File: config.mk
export PLATFORM = sky130hd
export DESIGN_NAME = sseg_spi_rx_flat
export DESIGN_NICKNAME = d
export VERILOG_FILES = /design/src/rtl/sseg_spi_rx_pkg.sv /design/src/rtl/sseg_spi_rx_if.sv /design/src/rtl/sseg_spi_rx_sync_edge.sv /design/src/rtl/sseg_spi_rx.sv /design/src/flat_wrapper.sv
export SDC_FILE = /design/constraint.sdc
export NUM_CORES = 1
export LEC_CHECK = 0
export ABC_AREA = 1
export CORE_ASPECT_RATIO = 0.7
export CORE_MARGIN = 2
export CORE_UTILIZATION = 31
export DETAILED_ROUTE_END_ITERATION = 12
export PLACE_DENSITY = 0.53
export SLEW_MARGIN = 20
export SYNTH_ARGS = -nofsm -noshare
export SYNTH_HDL_FRONTEND = slang
export SYNTH_SLANG_ARGS = --single-unit
File: constraint.sdc
create_clock -name clk -period 3.7 [get_ports clk]
set_input_delay 0.74 -clock clk [delete_from_list [all_inputs] [get_ports clk]]
set_output_delay 0.74 -clock clk [all_outputs]
set_load 0.01 [all_outputs]
File: src/rtl/sseg_spi_rx_pkg.sv
// Shared constants for the seven-segment serial receiver: frame addresses,
// register reset values and the synchronizer lane indices.
package sseg_pkg;

    localparam int FRAME_W = 16;
    localparam int BCNT_W  = 5;

    typedef logic [3:0] addr_t;

    localparam addr_t ADDR_NOOP   = 4'h0;
    localparam addr_t ADDR_DIG0   = 4'h1;
    localparam addr_t ADDR_DIG1   = 4'h2;
    localparam addr_t ADDR_DIG2   = 4'h3;
    localparam addr_t ADDR_DIG3   = 4'h4;
    localparam addr_t ADDR_DIG4   = 4'h5;
    localparam addr_t ADDR_DIG5   = 4'h6;
    localparam addr_t ADDR_DIG6   = 4'h7;
    localparam addr_t ADDR_DIG7   = 4'h8;
    localparam addr_t ADDR_DECODE = 4'h9;
    localparam addr_t ADDR_INTENS = 4'hA;
    localparam addr_t ADDR_SCAN   = 4'hB;
    localparam addr_t ADDR_SHDN   = 4'hC;
    localparam addr_t ADDR_TEST   = 4'hF;

    typedef enum logic [1:0] {
        SYNC_SDI  = 2'd0,
        SYNC_SCLK = 2'd1,
        SYNC_LOAD = 2'd2
    } sync_idx_e;

    typedef struct packed {
        logic [7:0] decode_mode;
        logic [3:0] intensity;
        logic [2:0] scan_limit;
        logic       shutdown_n;
        logic       disp_test;
    } ctrl_t;

    localparam logic [7:0] RST_DIGIT = 8'h00;
    // Display comes out of reset in shutdown.
    localparam ctrl_t CTRL_RST = '{
        decode_mode: 8'h00,
        intensity:   4'h0,
        scan_limit:  3'h0,
        shutdown_n:  1'b0,
        disp_test:   1'b0
    };

endpackage

File: src/rtl/sseg_spi_rx_if.sv
// Display link bundle: 3-wire serial inputs plus the decoded register image.
interface sseg_spi_rx_if #(
    parameter int DIGITS = 8
);
    logic                  sclk;
    logic                  load;
    logic                  sdi;
    logic [8*DIGITS-1:0]   seg;
    logic [7:0]            decode_mode;
    logic [3:0]            intensity;
    logic [2:0]            scan_limit;
    logic                  shutdown_n;
    logic                  disp_test;
    logic                  frame_valid;
    logic                  frame_err;

    modport master (
        output sclk, load, sdi,
        input  seg, decode_mode, intensity, scan_limit, shutdown_n,
               disp_test, frame_valid, frame_err
    );

    modport slave (
        input  sclk, load, sdi,
        output seg, decode_mode, intensity, scan_limit, shutdown_n,
               disp_test, frame_valid, frame_err
    );
endinterface

File: src/rtl/sseg_spi_rx_sync_edge.sv
// Two-flop synchronizer plus delay flop; level and edge outputs are registered
// together so they stay cycle-aligned with each other.
module sync_edge (
    input  logic clk,
    input  logic rst,
    input  logic d_i,
    output logic lvl_o,
    output logic rise_o,
    output logic fall_o
);
    logic [1:0] sync_q;
    logic       dly_q;
    logic       rise_q;
    logic       fall_q;

    always_ff @(posedge clk or posedge rst) begin
        if (rst) begin
            sync_q <= 2'b00;
            dly_q  <= 1'b0;
            rise_q <= 1'b0;
            fall_q <= 1'b0;
        end else begin
            sync_q <= {sync_q[0], d_i};
            dly_q  <= sync_q[1];
            rise_q <= sync_q[1] & ~dly_q;
            fall_q <= ~sync_q[1] & dly_q;
        end
    end

    assign lvl_o  = dly_q;
    assign rise_o = rise_q;
    assign fall_o = fall_q;
endmodule

File: src/rtl/sseg_spi_rx.sv
// Seven-segment serial link receiver: oversamples sclk/load/sdi, shifts frames
// MSB-first, decodes on load rise. Optional length check: SSEG_RX_LEN_CHECK_EN.
module sseg_spi_rx
    import sseg_pkg::*;
#(
    parameter int FRAME_W = 16,
    parameter int DIGITS  = 8
) (
    input  logic         clk,
    input  logic         rst,
    sseg_spi_rx_if.slave bus
);
    logic [2:0] pin_w;
    logic [2:0] lvl_w;
    logic [2:0] rise_w;
    logic [2:0] fall_w;

    assign pin_w[SYNC_SDI]  = bus.sdi;
    assign pin_w[SYNC_SCLK] = bus.sclk;
    assign pin_w[SYNC_LOAD] = bus.load;

    genvar gi;
    generate
        for (gi = 0; gi < 3; gi++) begin : g_sync
            sync_edge u_sync (
                .clk    (clk),
                .rst    (rst),
                .d_i    (pin_w[gi]),
                .lvl_o  (lvl_w[gi]),
                .rise_o (rise_w[gi]),
                .fall_o (fall_w[gi])
            );
        end
    endgenerate

    // load level is already high in the commit cycle, so a coincident sclk
    // rise is dropped and the commit sees the pre-edge shift register.
    logic shift_en_w;
    logic commit_w;
    logic accept_w;
    assign shift_en_w = rise_w[SYNC_SCLK] & ~lvl_w[SYNC_LOAD];
    assign commit_w   = rise_w[SYNC_LOAD];

    logic [FRAME_W-1:0] sr_q, sr_d;
    ctrl_t              ctrl_q, ctrl_d;
    logic               fv_q, fv_d;
    addr_t              addr_w;
    logic [7:0]         data_w;

    assign addr_w = sr_q[11:8];
    assign data_w = sr_q[7:0];

`ifdef SSEG_RX_LEN_CHECK_EN
    logic [BCNT_W-1:0] bcnt_q, bcnt_d;
    logic              fe_q, fe_d;

    always_comb begin
        bcnt_d = bcnt_q;
        if (fall_w[SYNC_LOAD]) begin
            bcnt_d = '0;
        end else if (shift_en_w && (bcnt_q != '1)) begin
            bcnt_d = bcnt_q + 1'b1;
        end
    end

    assign accept_w = commit_w && (bcnt_q == BCNT_W'(FRAME_W));
    assign fe_d     = commit_w && !accept_w;

    always_ff @(posedge clk or posedge rst) begin
        if (rst) begin
            bcnt_q <= '0;
            fe_q   <= 1'b0;
        end else begin
            bcnt_q <= bcnt_d;
            fe_q   <= fe_d;
        end
    end

    assign bus.frame_err = fe_q;

    logic unused_w;
    assign unused_w = ^{lvl_w[SYNC_SCLK], fall_w[SYNC_SCLK], rise_w[SYNC_SDI],
                        fall_w[SYNC_SDI], sr_q[FRAME_W-1]};
`else
    assign accept_w      = commit_w;
    assign bus.frame_err = 1'b0;

    logic unused_w;
    assign unused_w = ^{lvl_w[SYNC_SCLK], fall_w[SYNC_SCLK], rise_w[SYNC_SDI],
                        fall_w[SYNC_SDI], fall_w[SYNC_LOAD], sr_q[FRAME_W-1]};
`endif

    always_comb begin
        sr_d   = sr_q;
        ctrl_d = ctrl_q;
        fv_d   = accept_w;
        if (shift_en_w) begin
            sr_d = {sr_q[FRAME_W-2:0], lvl_w[SYNC_SDI]};
        end
        if (accept_w) begin
            case (addr_w)
                ADDR_DECODE: ctrl_d.decode_mode = data_w;
                ADDR_INTENS: ctrl_d.intensity   = data_w[3:0];
                ADDR_SCAN:   ctrl_d.scan_limit  = data_w[2:0];
                ADDR_SHDN:   ctrl_d.shutdown_n  = data_w[0];
                ADDR_TEST:   ctrl_d.disp_test   = data_w[0];
                default:     ;
            endcase
        end
    end

    always_ff @(posedge clk or posedge rst) begin
        if (rst) begin
            sr_q   <= '0;
            ctrl_q <= CTRL_RST;
            fv_q   <= 1'b0;
        end else begin
            sr_q   <= sr_d;
            ctrl_q <= ctrl_d;
            fv_q   <= fv_d;
        end
    end

    generate
        for (gi = 0; gi < DIGITS; gi++) begin : g_digit
            logic [7:0] dig_q, dig_d;
            assign dig_d = (accept_w && (addr_w == addr_t'(int'(ADDR_DIG0) + gi)))
                         ? data_w : dig_q;
            always_ff @(posedge clk or posedge rst) begin
                if (rst) begin
                    dig_q <= RST_DIGIT;
                end else begin
                    dig_q <= dig_d;
                end
            end
            assign bus.seg[8*gi +: 8] = dig_q;
        end
    endgenerate

    assign bus.decode_mode = ctrl_q.decode_mode;
    assign bus.intensity   = ctrl_q.intensity;
    assign bus.scan_limit  = ctrl_q.scan_limit;
    assign bus.shutdown_n  = ctrl_q.shutdown_n;
    assign bus.disp_test   = ctrl_q.disp_test;
    assign bus.frame_valid = fv_q;
endmodule
File: src/flat_wrapper.sv
// flat-port wrapper written by rule: the top's interface ports become plain ports
module sseg_spi_rx_flat import sseg_pkg::*;
#(
    parameter int FRAME_W = 16,
    parameter int DIGITS  = 8
)
  (clk, rst, bus_sclk, bus_load, bus_sdi, bus_seg, bus_decode_mode, bus_intensity, bus_scan_limit, bus_shutdown_n, bus_disp_test, bus_frame_valid, bus_frame_err);
  sseg_spi_rx_if #(.DIGITS(DIGITS)) bus_i ();
  input  logic clk;
  input  logic rst;
  input wire logic [$bits(bus_i.sclk)-1:0] bus_sclk;
  input wire logic [$bits(bus_i.load)-1:0] bus_load;
  input wire logic [$bits(bus_i.sdi)-1:0] bus_sdi;
  output wire logic [$bits(bus_i.seg)-1:0] bus_seg;
  output wire logic [$bits(bus_i.decode_mode)-1:0] bus_decode_mode;
  output wire logic [$bits(bus_i.intensity)-1:0] bus_intensity;
  output wire logic [$bits(bus_i.scan_limit)-1:0] bus_scan_limit;
  output wire logic [$bits(bus_i.shutdown_n)-1:0] bus_shutdown_n;
  output wire logic [$bits(bus_i.disp_test)-1:0] bus_disp_test;
  output wire logic [$bits(bus_i.frame_valid)-1:0] bus_frame_valid;
  output wire logic [$bits(bus_i.frame_err)-1:0] bus_frame_err;
  assign bus_i.sclk = bus_sclk;
  assign bus_i.load = bus_load;
  assign bus_i.sdi = bus_sdi;
  assign bus_seg = bus_i.seg;
  assign bus_decode_mode = bus_i.decode_mode;
  assign bus_intensity = bus_i.intensity;
  assign bus_scan_limit = bus_i.scan_limit;
  assign bus_shutdown_n = bus_i.shutdown_n;
  assign bus_disp_test = bus_i.disp_test;
  assign bus_frame_valid = bus_i.frame_valid;
  assign bus_frame_err = bus_i.frame_err;
  sseg_spi_rx #(.FRAME_W(FRAME_W), .DIGITS(DIGITS)) u_core (.clk(clk), .rst(rst), .bus(bus_i));
endmodule
## Yosys cells after proc, flatten, opt, wreduce, memory -nomap -nowiden

Index checks and enable logic that the tools add are counted.
W data, S select, Z words.

- Bits in registers: 105
- Input bits: 5
- Output and inout port bits: 83
- Logic and storage cells: 54

- Equal/unequal tests: 13
- Bitwise operators: 5
- Reductions and logical operators: 13

Operators with widths:

| operator | number |
|---|---|
| $eq A4 B4 Y1 const B | 6 |
| $eq A4 B3 Y1 const B | 4 |
| $reduce_and A2 Y1 | 5 |
| $eq A4 B2 Y1 const B | 2 |
| $logic_and A1 B1 Y1 | 8 |
| $eq A4 B1 Y1 const B | 1 |
| $and A1 B1 Y1 | 3 |
| $not A1 Y1 | 2 |

## Logic depth before layout (Yosys ltp)

- Depth in word-level cells: 2
- Depth in mapped cells: 6
- Depth with buffers taken out: 5

## Hierarchy

Synthesis repeated with hierarchy kept, for this count alone.

- Cells, all modules: 455
- Area total of the unflattened synthesis: 4222.8 µm²

Modules (own cells, without submodules):

| module | times used | cells an instance | area an instance (µm²) | seq. area each (µm²) |
|---|---|---|---|---|
| sseg_spi_rx | 1 | 425 | 3791.1 | 2352.3 |
| sync_edge | 3 | 10 | 143.9 | 125.1 |

## Worst setup path before layout

Ideal clock, no wire load.

- Path kind: reg-to-reg
- Start point: reg u_core.sr_q[9]
- End point: reg u_core.g_digit[5].dig_q[0]
- Setup time: 117 ps
- Arrival time: 1074 ps
- Data required time: 3583 ps
- Setup slack: 2509 ps
- Cell stages (with the launch flop): 6
- Path buffers: 0
- Clock period less this slack: 1191 ps
- Cell sequence: dfrtp_1 -> inv_1 -> nor2_2 -> nand2_1 -> nand2_1 -> nand2_1

- Word-level cells in the longest chain between the ends: 2

RTL lines:

| item | line | text |
|---|---|---|
| from (decl) | sseg_spi_rx.sv:44 | `logic [FRAME_W-1:0] sr_q, sr_d;` |
| from (signal assigned) | sseg_spi_rx.sv:118 | `sr_q <= sr_d;` |
| $eq A4 B3 Y1 | sseg_spi_rx.sv:127 | `assign dig_d = (accept_w && (addr_w == addr_t'(int'(ADDR_DIG0) + gi)))` |
| $logic_and A1 B1 Y1 | sseg_spi_rx.sv:127 |  |
| to (signal assigned) | sseg_spi_rx.sv:133 | `dig_q <= dig_d;` |
| to (decl) | sseg_spi_rx.sv:126 | `logic [7:0] dig_q, dig_d;` |

No other way between the ends.
A chain may end at the register's enable or synchronous reset.

## Final worst setup path

- Start point: reg u_core.g_digit[7].dig_q[1]
- End point: out bus_seg[57]

RTL lines:

| item | line | text |
|---|---|---|
| from (decl) | sseg_spi_rx.sv:126 |  |
| from (signal assigned) | sseg_spi_rx.sv:133 |  |
| to (decl) | flat_wrapper.sv:14 | `output wire logic [$bits(bus_i.seg)-1:0] bus_seg;` |

No word-level cell between the ends.

==> results.json <==
{
  "start_util": 0.316,
  "grt_pass1_vias": 3116,
  "synth_top_cell_area_share": 0.638,
  "finalPower_w": 0.00437,
  "hp-start": "u_core.g_sync[2].u_sync.sync_q[0]$_DFF_PP0_",
  "drc": 0,
  "reg2reg_from": "u_core.sr_q[10]$_DFFE_PP0P_",
  "drive_gt1_frac": 0.0615,
  "yosys.area.top_type": "dfrtp_1",
  "globalplace.congestion": 0.797,
  "ant_nets": 0,
  "final_nets": 537,
  "tritoncts": "yes",
  "viasPerCell": 4.56,
  "synth_seq_cells": 105,
  "synth_area_per_cell_um2": 9.12,
  "fin_skew_ns": 0.00615,
  "grt_util_all_layers": 0.158,
  "htree_levels": 3,
  "cts_resized": 0,
  "tightest_slew_ns": 0.727,
  "grt_setup_unrepaired": "no",
  "vias": 3203,
  "crit_buf_inv": 1,
  "crit_fanout": 2,
  "cp_slowest_stage_delay_ns": 0.56,
  "startpoint": "u_core.g_digit[7].dig_q[1]$_DFFE_PP0P_",
  "num_antenna_cells": 0,
  "ys_types": 17,
  "wirelength_mm": 10.8,
  "hold_viol_final": 0,
  "final.setup.tns_ns": 0,
  "cts_buffers": 9,
  "synth_nets": 457,
  "cap_violations": 0,
  "ys_top_cells_by_area": "dfrtp_1, nand2_1, nand4_1",
  "core_area_um2": 13100,
  "cp-start-kind": "flop",
  "clk_latency_ns": 0.34,
  "fp.dieW_um": 142,
  "relSlewSlack": 0.515,
  "ios": 88,
  "ir_worst_vdd_mv": 0.300,
  "cts-root-buf": "clkbuf_16",
  "fmax_ghz": 0.490,
  "wl_per_cell_um": 15.3,
  "min_path_type": "reg2reg",
  "status": "finished, final reports clean",
  "finalCriticalPeriod_ns": 2.04,
  "worst_ep_arrival_time_ns": 1.30,
  "first_pass_iters": 5,
  "port_buffers": 86,
  "fin_crit_sh": 0.551,
  "path_delay_family": "buffers and inverters",
  "grt_overflow": 0,
  "cts-hold-fix-buffers": 0,
  "grt_pass1_wl_mm": 17.1,
  "dieArea_um2": 14200,
  "antenna_found_initial": 0,
  "synthesis.area_um2": 4120,
  "post_cts_buffers": 0,
  "cts_buffer_depth": 2,
  "drv_slew": 0,
  "drt_iter0_markers": 155,
  "area_growth_pct": 32.5,
  "rows": 35,
  "seq_area_frac_synth": 0.638,
  "ys_warn_count": 0,
  "dp_hpwl_mm": 7.05,
  "synthCells": 452,
  "setup_viol": 0,
  "p_leak_nw": 2.71,
  "grt_max_degree": 64,
  "clock_sinks": 105,
  "fill_cells": 1259,
  "power_density_nw_per_um2": 801,
  "cp.required_ns": 2.96,
  "critical_path.slowest_cell": "clkdlybuf4s50_1",
  "cp-end-kind": "primary output",
  "timing_worst_setup_path_type": "reg2out",
  "die_h_um": 100,
  "path_cells": "clkdlybuf4s50_1",
  "clkTransAtPathRegs_ns": 0.07
}
-- worst paths after layout --
check                      slack [ns]  cells past startpoint                                     endpoint
setup / recovery                 1.66                      1                                  bus_seg[57]
hold / removal                   0.35                      0  u_core.g_sync[2].u_sync.sync_q[1]$_DFF_PP0_
setup reg to reg                 1.98                      4       u_core.g_digit[2].dig_q[3]$_DFFE_PP0P_
hold reg to reg                  0.35                      0  u_core.g_sync[2].u_sync.sync_q[1]$_DFF_PP0_
max in group asynchronous        2.13                      3        u_core.bus.decode_mode[1]$_DFFE_PP0P_
min in group asynchronous        0.81                      2       u_core.g_digit[4].dig_q[5]$_DFFE_PP0P_
-- sequential cells by signal, summed over array words and instances, names as in the netlist --
| name | count |
|---|---|
| u_core.g_digit.dig_q | 64 |
| u_core.g_sync.u_sync.lvl_o | 3 |
| u_core.g_sync.u_sync.sync_q | 6 |
| u_core.bus.decode_mode | 8 |
| u_core.g_sync.u_sync.rise_o | 2 |
| u_core.bus.scan_limit | 3 |
| u_core.bus.intensity | 4 |
| u_core.bus.shutdown_n | 1 |
| u_core.bus.disp_test | 1 |
| u_core.bus.frame_valid | 1 |
| u_core.sr_q | 12 |
-- power by group --
group / internal, W / switching (W)
clock: 0.000601 / 0.000434
combinational: 0.000781 / 0.000659
sequential: 0.00154 / 0.000363
-- layout by cell type, fill, tap and decap left out --
cell / synthesis / routed
nand3_2: 3 / 3
conb_1: 1 / 1
dfrtp_1: 105 / 105
clkbuf_16: 0 / 9
nor2_2: 8 / 8
bufinv_16: 0 / 2
inv_1: 24 / 23
a21oi_1: 5 / 5
o21ai_0: 9 / 9
clkdlybuf4s50_1: 0 / 86
inv_2: 2 / 2
inv_4: 0 / 1
nor2_4: 1 / 1
clkinv_4: 0 / 1
inv_6: 0 / 3
nor2_1: 12 / 12
nand3_1: 7 / 7
o21bai_1: 12 / 12
buf_12: 0 / 1
nand4_1: 24 / 24
buf_4: 1 / 1
nand2_1: 220 / 220
clkinv_2: 0 / 1
-- metal layers --
| metal | part of all wire | up-vias | routed length (µm) | GRT usage |
|---|---|---|---|---|
| li1 | - | 1575 | - | - |
| met2 | 0.42 | 88 | 4580 | 0.234 |
| met1 | 0.52 | 1533 | 5610 | 0.238 |
| met3 | 0.050 | 7 | 541 | 0.0356 |
| met5 | 0 | - | 0 | 0 |
| met4 | 0.0049 | 0 | 53 | 0.0323 |
-- Yosys cell counts --
| cell | instances |
|---|---|
| nand2_1 | 220 |
| dfrtp_1 | 105 |
| inv_1 | 24 |
| nand4_1 | 24 |
| nor2_1 | 12 |
| o21bai_1 | 12 |
| clkbuf_1 | 11 |
| o21ai_0 | 9 |
| nor2_2 | 8 |
| buf_2 | 7 |
| nand3_1 | 7 |
| a21oi_1 | 5 |
| nand3_2 | 3 |
| inv_2 | 2 |
| buf_4 | 1 |
| conb_1 | 1 |
| nor2_4 | 1 |
-- final cells by class --
class	instances	area (µm²)	area share
Sequential cell	105	2630	0.481
Multi-Input combinational cell	302	1310	0.240
Timing Repair Buffer	88	888	0.163
Clock buffer	9	225	0.0412
Tap cell	166	208	0.0380
Clock inverter	7	100	0.0183
Inverter	26	100	0.0183
-- through the flow --
stage / instances / setup slack [ns] / hold WS [ns] / cell area, µm² / util
finish: 703 / 1.66 / 0.351 / 5460 / 0.418
global route: 703 / 1.62 / 0.368 / 5460 / 0.418
CTS: 703 / 1.67 / 0.352 / 5460 / 0.418
detailed placement: 687 / 1.72 / 0.336 / 5130 / 0.393
global placement: 687 / 1.76 / 0.334 / 5130 / 0.393
floorplan: 452 / 0.199 / 0.331 / 4120 / -
-- cell families (layout without fill, tap and decap cells) --
group                  after synthesis  count (layout)  share of synthesized area
and+or+nand+nor                    275             275                      0.278
DFF                                105             105                      0.638
AOI/OAI and AO/OA                   26              26                     0.0389
buffers and inverters               45             130                     0.0440
other                                1               1                   0.000910
(Power assumes the default switching activity.)
